===== src/rtl/systolic_array_is_ctrl_if.sv =====
`default_nettype none
// ============================================================================
// Module   : systolic_array_is_ctrl_if
// Purpose  : Job/request and array/buffer control bundle for the
//            input-stationary systolic array job sequencer.
//            master : job scheduler / host side (drives the job request,
//                     observes all control outputs)
//            slave  : the sequencer itself
// Signals  : start, num_vectors, in_base, w_base, [reuse_inputs],
//            busy, done, in_rd_en, in_rd_addr, w_rd_en, w_rd_addr,
//            input_en, process_en, psum_valid, psum_idx
// Options  : SA_CTRL_INPUT_REUSE_EN adds the reuse_inputs request bit.
// Revision : 1.0  initial release
// ============================================================================
interface systolic_array_is_ctrl_if #(
    parameter int ADDR_WIDTH = 10,
    parameter int CNT_WIDTH  = 9
);
    logic                  start;
    logic [CNT_WIDTH-1:0]  num_vectors;
    logic [ADDR_WIDTH-1:0] in_base;
    logic [ADDR_WIDTH-1:0] w_base;
`ifdef SA_CTRL_INPUT_REUSE_EN
    logic                  reuse_inputs;
`endif
    logic                  busy;
    logic                  done;
    logic                  in_rd_en;
    logic [ADDR_WIDTH-1:0] in_rd_addr;
    logic                  w_rd_en;
    logic [ADDR_WIDTH-1:0] w_rd_addr;
    logic                  input_en;
    logic                  process_en;
    logic                  psum_valid;
    logic [CNT_WIDTH-1:0]  psum_idx;

    modport master (
`ifdef SA_CTRL_INPUT_REUSE_EN
        output reuse_inputs,
`endif
        output start, num_vectors, in_base, w_base,
        input  busy, done, in_rd_en, in_rd_addr, w_rd_en, w_rd_addr,
        input  input_en, process_en, psum_valid, psum_idx
    );

    modport slave (
`ifdef SA_CTRL_INPUT_REUSE_EN
        input  reuse_inputs,
`endif
        input  start, num_vectors, in_base, w_base,
        output busy, done, in_rd_en, in_rd_addr, w_rd_en, w_rd_addr,
        output input_en, process_en, psum_valid, psum_idx
    );
endinterface
`default_nettype wire


===== src/rtl/systolic_array_is_ctrl.sv =====
`default_nettype none
// ============================================================================
// Module   : systolic_array_is_ctrl
// Purpose  : Job sequencer for the input-stationary systolic array. On start
//            it loads ARRAY_HEIGHT input rows (input_en), streams num_vectors
//            weight vectors (process_en), tags each emerging psum vector with
//            psum_valid/psum_idx and pulses done at the end of the job.
//            Only addresses and enables are produced; no data passes through.
// Ports    : clk   - clock
//            rst_n - synchronous active-low reset
//            ctrl  - systolic_array_is_ctrl_if.slave (job request in,
//                    buffer read enables/addresses, array enables, psum tags)
// Options  : SA_CTRL_INPUT_REUSE_EN - when defined, reuse_inputs=1 at start
//            skips LOAD so the previous job's stationary inputs are reused.
// Revision : 1.0  initial release
// ============================================================================
module systolic_array_is_ctrl #(
    parameter int ARRAY_HEIGHT = 4,
    parameter int MAX_VECTORS  = 256,
    parameter int ADDR_WIDTH   = 10,
    parameter int PIPE_LATENCY = 7,
    parameter int CNT_WIDTH    = $clog2(MAX_VECTORS + 1)
) (
    input  logic                     clk,
    input  logic                     rst_n,
    systolic_array_is_ctrl_if.slave  ctrl
);

    localparam int LOAD_W = $clog2(ARRAY_HEIGHT + 1);
    // Every pipeline stage except the output one: a set bit here means a
    // psum_valid is still to come.
    localparam logic [PIPE_LATENCY-1:0] PV_MASK =
        ~(PIPE_LATENCY'(1) << (PIPE_LATENCY - 1));

    typedef enum logic [2:0] {
        S_IDLE   = 3'd0,
        S_LOAD   = 3'd1,
        S_STREAM = 3'd2,
        S_DRAIN  = 3'd3,
        S_DONE   = 3'd4
    } state_e;

    state_e                  state_q,    state_d;
    logic [LOAD_W-1:0]       load_cnt_q, load_cnt_d;
    logic [CNT_WIDTH-1:0]    vec_cnt_q,  vec_cnt_d;
    logic [CNT_WIDTH-1:0]    nv_q,       nv_d;
    logic [ADDR_WIDTH-1:0]   in_base_q,  in_base_d;
    logic [ADDR_WIDTH-1:0]   w_base_q,   w_base_d;
    logic                    input_en_q;
    logic                    process_en_q;
    logic [PIPE_LATENCY-1:0] pv_q,       pv_d;
    logic [CNT_WIDTH-1:0]    idx_q,      idx_d;
    logic                    idx_first_q, idx_first_d;

    logic                    job_start;
    logic                    in_rd_en;
    logic                    w_rd_en;
    logic                    busy;
    logic                    done;
    logic                    reuse_sel;
    logic                    pipe_pending;
    logic [CNT_WIDTH-1:0]    nv_clamped;

`ifdef SA_CTRL_INPUT_REUSE_EN
    assign reuse_sel = ctrl.reuse_inputs;
`else
    assign reuse_sel = 1'b0;
`endif

    assign nv_clamped = (ctrl.num_vectors > CNT_WIDTH'(MAX_VECTORS))
                      ? CNT_WIDTH'(MAX_VECTORS) : ctrl.num_vectors;

    // A weight vector is still travelling through the array if it is in the
    // process_en stage or any psum stage short of the output.
    assign pipe_pending = process_en_q | (|(pv_q & PV_MASK));

    // ------------------------------------------------------------------
    // Next-state and Moore outputs
    // ------------------------------------------------------------------
    always_comb begin
        state_d    = state_q;
        load_cnt_d = load_cnt_q;
        vec_cnt_d  = vec_cnt_q;
        nv_d       = nv_q;
        in_base_d  = in_base_q;
        w_base_d   = w_base_q;
        job_start  = 1'b0;
        in_rd_en   = 1'b0;
        w_rd_en    = 1'b0;
        busy       = 1'b0;
        done       = 1'b0;

        case (state_q)
            S_IDLE: begin
                if (ctrl.start) begin
                    job_start  = 1'b1;
                    nv_d       = nv_clamped;
                    in_base_d  = ctrl.in_base;
                    w_base_d   = ctrl.w_base;
                    load_cnt_d = '0;
                    vec_cnt_d  = '0;
                    if (reuse_sel) begin
                        state_d = (nv_clamped == '0) ? S_DONE : S_STREAM;
                    end else begin
                        state_d = S_LOAD;
                    end
                end
            end
            S_LOAD: begin
                busy     = 1'b1;
                in_rd_en = 1'b1;
                if (load_cnt_q == LOAD_W'(ARRAY_HEIGHT - 1)) begin
                    load_cnt_d = '0;
                    state_d    = (nv_q == '0) ? S_DRAIN : S_STREAM;
                end else begin
                    load_cnt_d = load_cnt_q + 1'b1;
                end
            end
            S_STREAM: begin
                busy    = 1'b1;
                w_rd_en = 1'b1;
                if (vec_cnt_q == nv_q - CNT_WIDTH'(1)) begin
                    state_d = S_DRAIN;
                end else begin
                    vec_cnt_d = vec_cnt_q + 1'b1;
                end
            end
            S_DRAIN: begin
                busy = 1'b1;
                // Leave once the last psum_valid is on the output (or, for
                // an empty job, once the final input_en is out).
                if (!pipe_pending) begin
                    state_d = S_DONE;
                end
            end
            S_DONE: begin
                done    = 1'b1;
                state_d = S_IDLE;
            end
            default: begin
                state_d = S_IDLE;
            end
        endcase
    end

    // ------------------------------------------------------------------
    // psum_valid pipeline and index tracking
    // ------------------------------------------------------------------
    always_comb begin
        pv_d        = (pv_q << 1) | PIPE_LATENCY'(process_en_q);
        idx_d       = idx_q;
        idx_first_d = idx_first_q;
        if (job_start) begin
            idx_d       = '0;
            idx_first_d = 1'b1;
        end else if (pv_d[PIPE_LATENCY-1]) begin
            // Index is registered alongside psum_valid so it lines up with
            // the vector and then holds until the next one.
            idx_d       = idx_first_q ? '0 : idx_q + 1'b1;
            idx_first_d = 1'b0;
        end
    end

    always_ff @(posedge clk) begin
        if (!rst_n) begin
            state_q      <= S_IDLE;
            load_cnt_q   <= '0;
            vec_cnt_q    <= '0;
            nv_q         <= '0;
            in_base_q    <= '0;
            w_base_q     <= '0;
            input_en_q   <= 1'b0;
            process_en_q <= 1'b0;
            pv_q         <= '0;
            idx_q        <= '0;
            idx_first_q  <= 1'b0;
        end else begin
            state_q      <= state_d;
            load_cnt_q   <= load_cnt_d;
            vec_cnt_q    <= vec_cnt_d;
            nv_q         <= nv_d;
            in_base_q    <= in_base_d;
            w_base_q     <= w_base_d;
            input_en_q   <= in_rd_en;
            process_en_q <= w_rd_en;
            pv_q         <= pv_d;
            idx_q        <= idx_d;
            idx_first_q  <= idx_first_d;
        end
    end

    // ------------------------------------------------------------------
    // Outputs (addresses forced to zero while their enable is low)
    // ------------------------------------------------------------------
    assign ctrl.busy       = busy;
    assign ctrl.done       = done;
    assign ctrl.in_rd_en   = in_rd_en;
    assign ctrl.in_rd_addr = in_rd_en ? in_base_q + ADDR_WIDTH'(load_cnt_q) : '0;
    assign ctrl.w_rd_en    = w_rd_en;
    assign ctrl.w_rd_addr  = w_rd_en ? w_base_q + ADDR_WIDTH'(vec_cnt_q) : '0;
    assign ctrl.input_en   = input_en_q;
    assign ctrl.process_en = process_en_q;
    assign ctrl.psum_valid = pv_q[PIPE_LATENCY-1];
    assign ctrl.psum_idx   = idx_q;

endmodule
`default_nettype wire


===== src/flat_wrapper.sv =====
// flat-port wrapper written by rule: the top's interface ports become plain ports
module systolic_array_is_ctrl_flat 
#(
    parameter int ARRAY_HEIGHT = 4,
    parameter int MAX_VECTORS  = 256,
    parameter int ADDR_WIDTH   = 10,
    parameter int PIPE_LATENCY = 7,
    parameter int CNT_WIDTH    = $clog2(MAX_VECTORS + 1)
)
  (clk, rst_n, ctrl_start, ctrl_num_vectors, ctrl_in_base, ctrl_w_base, ctrl_busy, ctrl_done, ctrl_in_rd_en, ctrl_in_rd_addr, ctrl_w_rd_en, ctrl_w_rd_addr, ctrl_input_en, ctrl_process_en, ctrl_psum_valid, ctrl_psum_idx);
  systolic_array_is_ctrl_if #(.ADDR_WIDTH(ADDR_WIDTH), .CNT_WIDTH(CNT_WIDTH)) ctrl_i ();
  input  logic clk;
  input  logic rst_n;
  input wire logic [$bits(ctrl_i.start)-1:0] ctrl_start;
  input wire logic [$bits(ctrl_i.num_vectors)-1:0] ctrl_num_vectors;
  input wire logic [$bits(ctrl_i.in_base)-1:0] ctrl_in_base;
  input wire logic [$bits(ctrl_i.w_base)-1:0] ctrl_w_base;
  output wire logic [$bits(ctrl_i.busy)-1:0] ctrl_busy;
  output wire logic [$bits(ctrl_i.done)-1:0] ctrl_done;
  output wire logic [$bits(ctrl_i.in_rd_en)-1:0] ctrl_in_rd_en;
  output wire logic [$bits(ctrl_i.in_rd_addr)-1:0] ctrl_in_rd_addr;
  output wire logic [$bits(ctrl_i.w_rd_en)-1:0] ctrl_w_rd_en;
  output wire logic [$bits(ctrl_i.w_rd_addr)-1:0] ctrl_w_rd_addr;
  output wire logic [$bits(ctrl_i.input_en)-1:0] ctrl_input_en;
  output wire logic [$bits(ctrl_i.process_en)-1:0] ctrl_process_en;
  output wire logic [$bits(ctrl_i.psum_valid)-1:0] ctrl_psum_valid;
  output wire logic [$bits(ctrl_i.psum_idx)-1:0] ctrl_psum_idx;
  assign ctrl_i.start = ctrl_start;
  assign ctrl_i.num_vectors = ctrl_num_vectors;
  assign ctrl_i.in_base = ctrl_in_base;
  assign ctrl_i.w_base = ctrl_w_base;
  assign ctrl_busy = ctrl_i.busy;
  assign ctrl_done = ctrl_i.done;
  assign ctrl_in_rd_en = ctrl_i.in_rd_en;
  assign ctrl_in_rd_addr = ctrl_i.in_rd_addr;
  assign ctrl_w_rd_en = ctrl_i.w_rd_en;
  assign ctrl_w_rd_addr = ctrl_i.w_rd_addr;
  assign ctrl_input_en = ctrl_i.input_en;
  assign ctrl_process_en = ctrl_i.process_en;
  assign ctrl_psum_valid = ctrl_i.psum_valid;
  assign ctrl_psum_idx = ctrl_i.psum_idx;
  systolic_array_is_ctrl #(.ARRAY_HEIGHT(ARRAY_HEIGHT), .MAX_VECTORS(MAX_VECTORS), .ADDR_WIDTH(ADDR_WIDTH), .PIPE_LATENCY(PIPE_LATENCY), .CNT_WIDTH(CNT_WIDTH)) u_core (.clk(clk), .rst_n(rst_n), .ctrl(ctrl_i));
endmodule

===== config.mk =====
export PLATFORM = sky130hd
export DESIGN_NAME = systolic_array_is_ctrl_flat
export DESIGN_NICKNAME = d
export VERILOG_FILES = /design/src/rtl/systolic_array_is_ctrl_if.sv /design/src/rtl/systolic_array_is_ctrl.sv /design/src/flat_wrapper.sv
export SDC_FILE = /design/constraint.sdc
export NUM_CORES = 1
export LEC_CHECK = 0
export BUFFER_PORTS_ARGS = -buffer_cell sky130_fd_sc_hd__buf_2
export CAP_MARGIN = 10
export CORE_MARGIN = 5
export CORE_UTILIZATION = 60
export DETAILED_ROUTE_END_ITERATION = 10
export PLACE_DENSITY_LB_ADDON = 0.08
export SLEW_MARGIN = 20
export SYNTH_ARGS = -nofsm -noshare
export SYNTH_HDL_FRONTEND = slang
export SYNTH_SLANG_ARGS = --single-unit

===== constraint.sdc =====
create_clock -name clk -period 7.3 [get_ports clk]
set_input_delay 1.46 -clock clk [delete_from_list [all_inputs] [get_ports clk]]
set_output_delay 1.46 -clock clk [all_outputs]
set_load 0.05 [all_outputs]

== Word level (Yosys, flattened, before mapping) ==
Cells that the tools add are included.

* Output and inout bits: 36
* RAM bits: 0
* Register bits: 63
* Bits in latches: 0
* Input port bits: 32
* Word-level logic and storage cells: 68
* ROM bits: 0
* Memories kept: 0

* Shift-type cells: 0
* Equal/unequal tests: 11
* Reduce and logical (&&, ||, !) cells: 12
* Add/sub/neg operators: 6
* Multipliers: 0
* Bitwise logic cells: 3
* Divide/modulo/power cells: 0
* Muxes and demuxes: 24
* Order comparisons: 1

{| class="wikitable"
|+ Operators by type and width
! cell !! number
|-
| $mux W9 || 4
|-
| $mux W10 || 2
|-
| $add A9 B1 Y9 const B || 2
|-
| $mux W3 || 6
|-
| $pmux W9 S2 || 1
|-
| $pmux W3 S4 || 1
|-
| $add A10 B3 Y10 || 1
|-
| $add A10 B9 Y10 || 1
|-
| $eq A3 B2 Y1 const B || 3
|-
| $eq A9 B9 Y1 || 1
|-
| $gt A9 B9 Y1 const B || 1
|-
| $logic_not A9 Y1 || 1
|-
| $mux W1 || 9
|-
| $sub A9 B1 Y9 const B || 1
|-
| $or A7 B1 Y7 || 1
|-
| $ne A2 B2 Y1 const B || 3
|-
| $pmux W3 S2 || 1
|-
| $reduce_bool A2 Y1 || 3
|-
| $reduce_or A6 Y1 || 1
|-
| $ne A2 B1 Y1 const B || 2
|-
| $reduce_and A2 Y1 || 2
|-
| $reduce_and A4 Y1 || 1
|-
| $add A3 B1 Y3 const B || 1
|-
| $eq A3 B1 Y1 const B || 1
|-
| 7 further kinds || 7
|}

== Depth between registers and ports, before layout ==
* Depth in word-level cells: 4
* Depth in mapped cells: 11
* Gate-level depth less buffers: 9

== Worst setup path before layout ==
Ideal clock, no wire load.

* Path type: reg-to-output
* Start point: register u_core.vec_cnt_q[1]
* End point: output ctrl_w_rd_addr[9]
* Stages on the path, launching flop included: 9
* Path slack: 3,157 ps
* Data arrival time: 2,683 ps
* Buffers on the path: 0
* Cells stage by stage: dfxtp_1 ha_1 a21o_1 a21oi_1 nor2b_1 o21a_1 o41a_1 a31oi_1 mux2i_1

* Longest elaborated chain between the ends: 2

{| class="wikitable"
|+ Ends and longest elaborated chain
! item !! line !! RTL
|-
| start, declared || systolic_array_is_ctrl.sv:45 || <nowiki>logic [CNT_WIDTH-1:0] vec_cnt_q, vec_cnt_d;</nowiki>
|-
| start signal, assigned || systolic_array_is_ctrl.sv:180 || <nowiki>vec_cnt_q <= vec_cnt_d;</nowiki>
|-
| $add A10 B9 Y10 || systolic_array_is_ctrl.sv:200 || <nowiki>assign ctrl.w_rd_addr = w_rd_en ? w_base_q + ADDR_WIDTH'(vec_cnt_q) : '0;</nowiki>
|-
| $mux W10 || systolic_array_is_ctrl.sv:200 ||
|-
| end, declared || flat_wrapper.sv:23 || <nowiki>output wire logic [$bits(ctrl_i.w_rd_addr)-1:0] ctrl_w_rd_addr;</nowiki>
|}

Every way passes these cells.

== Worst setup path after layout ==
Ends and elaborated chain as after synthesis.

==> out/results.ini <==
[timing]
fin_skew_ns = 0.00424
rsz0062_at_grt = no
fmax_mhz = 235
finalSetupViolations = 0
hold_viol = 0
setup_tns_ns = 0
setup_ws_ns = 3.04
period_needed_ns = 4.26
slew-limit-headroom_pct = 29.5
finalMaxSlewViolations = 0
min_period_over_period_pct = 58.3
worst_slew_pin_slew_ns = 1.05

[routing]
vias = 3079
highest_layer = met4
wl_met2_mm = 3.76
ant_nets = 0
first_pass_iters = 4
finalWirelength_mm = 8.11
drc_errors = 0
met3_length_microns = 427
m1WireLength_mm = 3.78
drt-wirelength-per-cell_microns = 14.7
vias_per_cell = 5.57
drt-initial-drc-count = 116

[critical_path]
critPathTopFamily = compound AO/OA/AOI/OAI gates
crit_path_max_incr_delay_ns = 0.47
path_class = register to output pin
startpoint_type = register
path_buf_inv = 1
cpMaxStageDelayCell = dfxtp_1
r2r_slack_ns = 4.57
cp_max_fo = 7
crit_chain = ha_1, a21o_1, a21oi_1, nor2b_1, o21a_1, o41a_1, a31oi_1, mux2i_1, buf_2
cp-end-kind = output pin
cp.required_ns = 5.84
cp_data_arrival_time_ns = 2.80

[clock_network]
cts-root-buf = clkbuf_8
cts_hold_buf = 0
cts_buffers = 9
path_clk_slew_ns = 0.07
cts_tree = built
htree_levels = 3
clkSinkCount = 63
ctsResizeCount = 0
cts_buffer_depth = 2
post_cts_buffers = 0
clock_latency_ns = 0.33

[synthesis]
synth_top_area_share_pct = 36.2
synth-seq-area-share_pct = 36.2
synth_area_leaders = dfxtp_1 36%, nand2_1 7.8%, ha_1 5.7%, a21boi_0 5.4%, xor2_1 4.5%
syn_area_sq_um = 3480
synth_cells = 415
async_flop_share_pct = 0
syn-num-nets = 465
synth_ff_type = dfxtp_1
ys_warn_count = 0
synth_edf_count = 0
ys_types = 52
syn_area_per_cell_sq_um = 8.40
ys_seq_elements = 63
synth_largest_area_cell = dfxtp_1

[cells_and_area]
fill_cells = 474
final_common_cell = nand2_1
area_growth_pct = 15.8
most-common-layout-cells = 72 x nand2_1, 67 x buf_2, 63 x dfxtp_1, 31 x nor2_1, 25 x a21boi_0
antennaDiodeCount = 0
layout-drive-gt1-share_pct = 19.5
final_net_count = 527

[power]
power.leakage_nw = 1.76
irDropWorstVdd_mv = 0.108
power.density_nw_per_um2 = 192

[floorplan]
dieHeight_microns = 86.2
pin_count = 68
die-area_sq_um = 7430
fp.dieW_microns = 86.2
row_count = 27
core_area_sq_um = 5570
start_util_pct = 62.5

[global_routing]
overflow = 0
antenna_found_initial = 0
grt_max_degree = 44
grt_pass1_wl_mm = 13.8
track_usage_pct = 22.7
grt_pass1_vias = 3036

[placement]
dp_hpwl_mm = 5.93
io_buffers = 67
place_ws_ns = 3.39
place_congestion = 0.851

[job]
cap_violations = 0

[outcome]
status = finished clean

[min_path]
hold_class = register to register

cell type report:
class	instances	area [sq um]	share of cell area (%)
clock buffers	12	155	3.85
clock inverters	3	42.5	1.05
inverters	8	30.0	0.744
multi-input cells	326	2100	52.2
flip-flops and latches	63	1260	31.3
well taps	72	90.1	2.23
repair buffers	69	350	8.68
metrics by stage:
stage	util (%)	hold WS (ns)	instances	power [W]	area [sq um]
after global routing	72.4	0.493	553	0.000808	4030
after global placement	68.8	0.430	538	0.000470	3840
after floorplan	-	0.421	415	0.000446	3480
after detailed placement	68.8	0.443	538	0.000473	3840
final	72.4	0.459	553	0.000774	4030
after CTS	72.4	0.460	553	0.000778	4030
synth_stat cells (4+ instances only):
master	instances
nand4_1	4
nor2_1	31
clkbuf_1	12
nand2b_1	5
xnor2_1	10
ha_1	16
and2_1	16
nor2b_1	9
o21ai_1	6
nor3_1	5
a21boi_0	25
a21oi_1	18
inv_1	7
o21ai_0	7
a21o_1	5
nand3b_1	9
nand2_1	72
o211ai_1	4
nand3_1	8
a22o_1	4
or3_1	11
nor4_1	4
dfxtp_1	63
xor2_1	18
sequential cells by signal (all words and copies together), names as in the netlist:
name / count
u_core.ctrl.input_en: 1
u_core.ctrl.process_en: 1
u_core.ctrl.psum_idx: 9
u_core.idx_first_q: 1
u_core.in_base_q: 10
u_core.load_cnt_q: 3
u_core.nv_q: 9
u_core.pv_q: 7
u_core.state_q: 3
u_core.vec_cnt_q: 9
u_core.w_base_q: 10
power breakdown:
part	leakage [nW]	internal [W]	switching, W	total (W)
Sequential	0.512	0.000355	0.0000125	0.000368
Combinational	1.15	0.0000380	0.0000610	0.0000991
Clock	0.0985	0.000174	0.000133	0.000307
Total	1.76	0.000567	0.000207	0.000774
worst register-to-register path: cells and delay by family (launching register included):
family	cells	cell delay (ns)
DFF	1	0.40
AOI/OAI and AO/OA	5	0.91
and+or+nand+nor	2	0.98
adders and majority gates	1	0.25
buffers and inverters	1	0.10
logic make-up (layout without fill, tap and decap cells):
family	count (synthesis)	after routing	synth area share, %
DFF	63	63	36.2
buffers and inverters	26	92	3.59
and+or+nand+nor	188	188	27.0
xor gates and xnor gates	28	28	7.04
AOI/OAI and AO/OA	90	90	18.7
adders and majority gates	18	18	6.89
muxes	2	2	0.575
metal layers:
metal  vias to the layer above  track usage, %
met5                         -               0
met4                         0            9.35
met1                      1411            30.2
met2                        87            35.9
li1                       1566               -
met3                        15            4.85
worst paths after layout:
kind / startpoint / endpoint / depth (start not counted)
max: u_core.vec_cnt_q[1]$_SDFFE_PN0P_ / ctrl_w_rd_addr[9] / 9
min: u_core.pv_q[2]$_SDFF_PN0_ / u_core.pv_q[3]$_SDFF_PN0_ / 1
max reg2reg: u_core.nv_q[0]$_SDFFE_PN0P_ / u_core.vec_cnt_q[7]$_SDFFE_PN0P_ / 9
min reg2reg: u_core.pv_q[2]$_SDFF_PN0_ / u_core.pv_q[3]$_SDFF_PN0_ / 1
No activity file was read; power rests on OpenSTA's default activity.
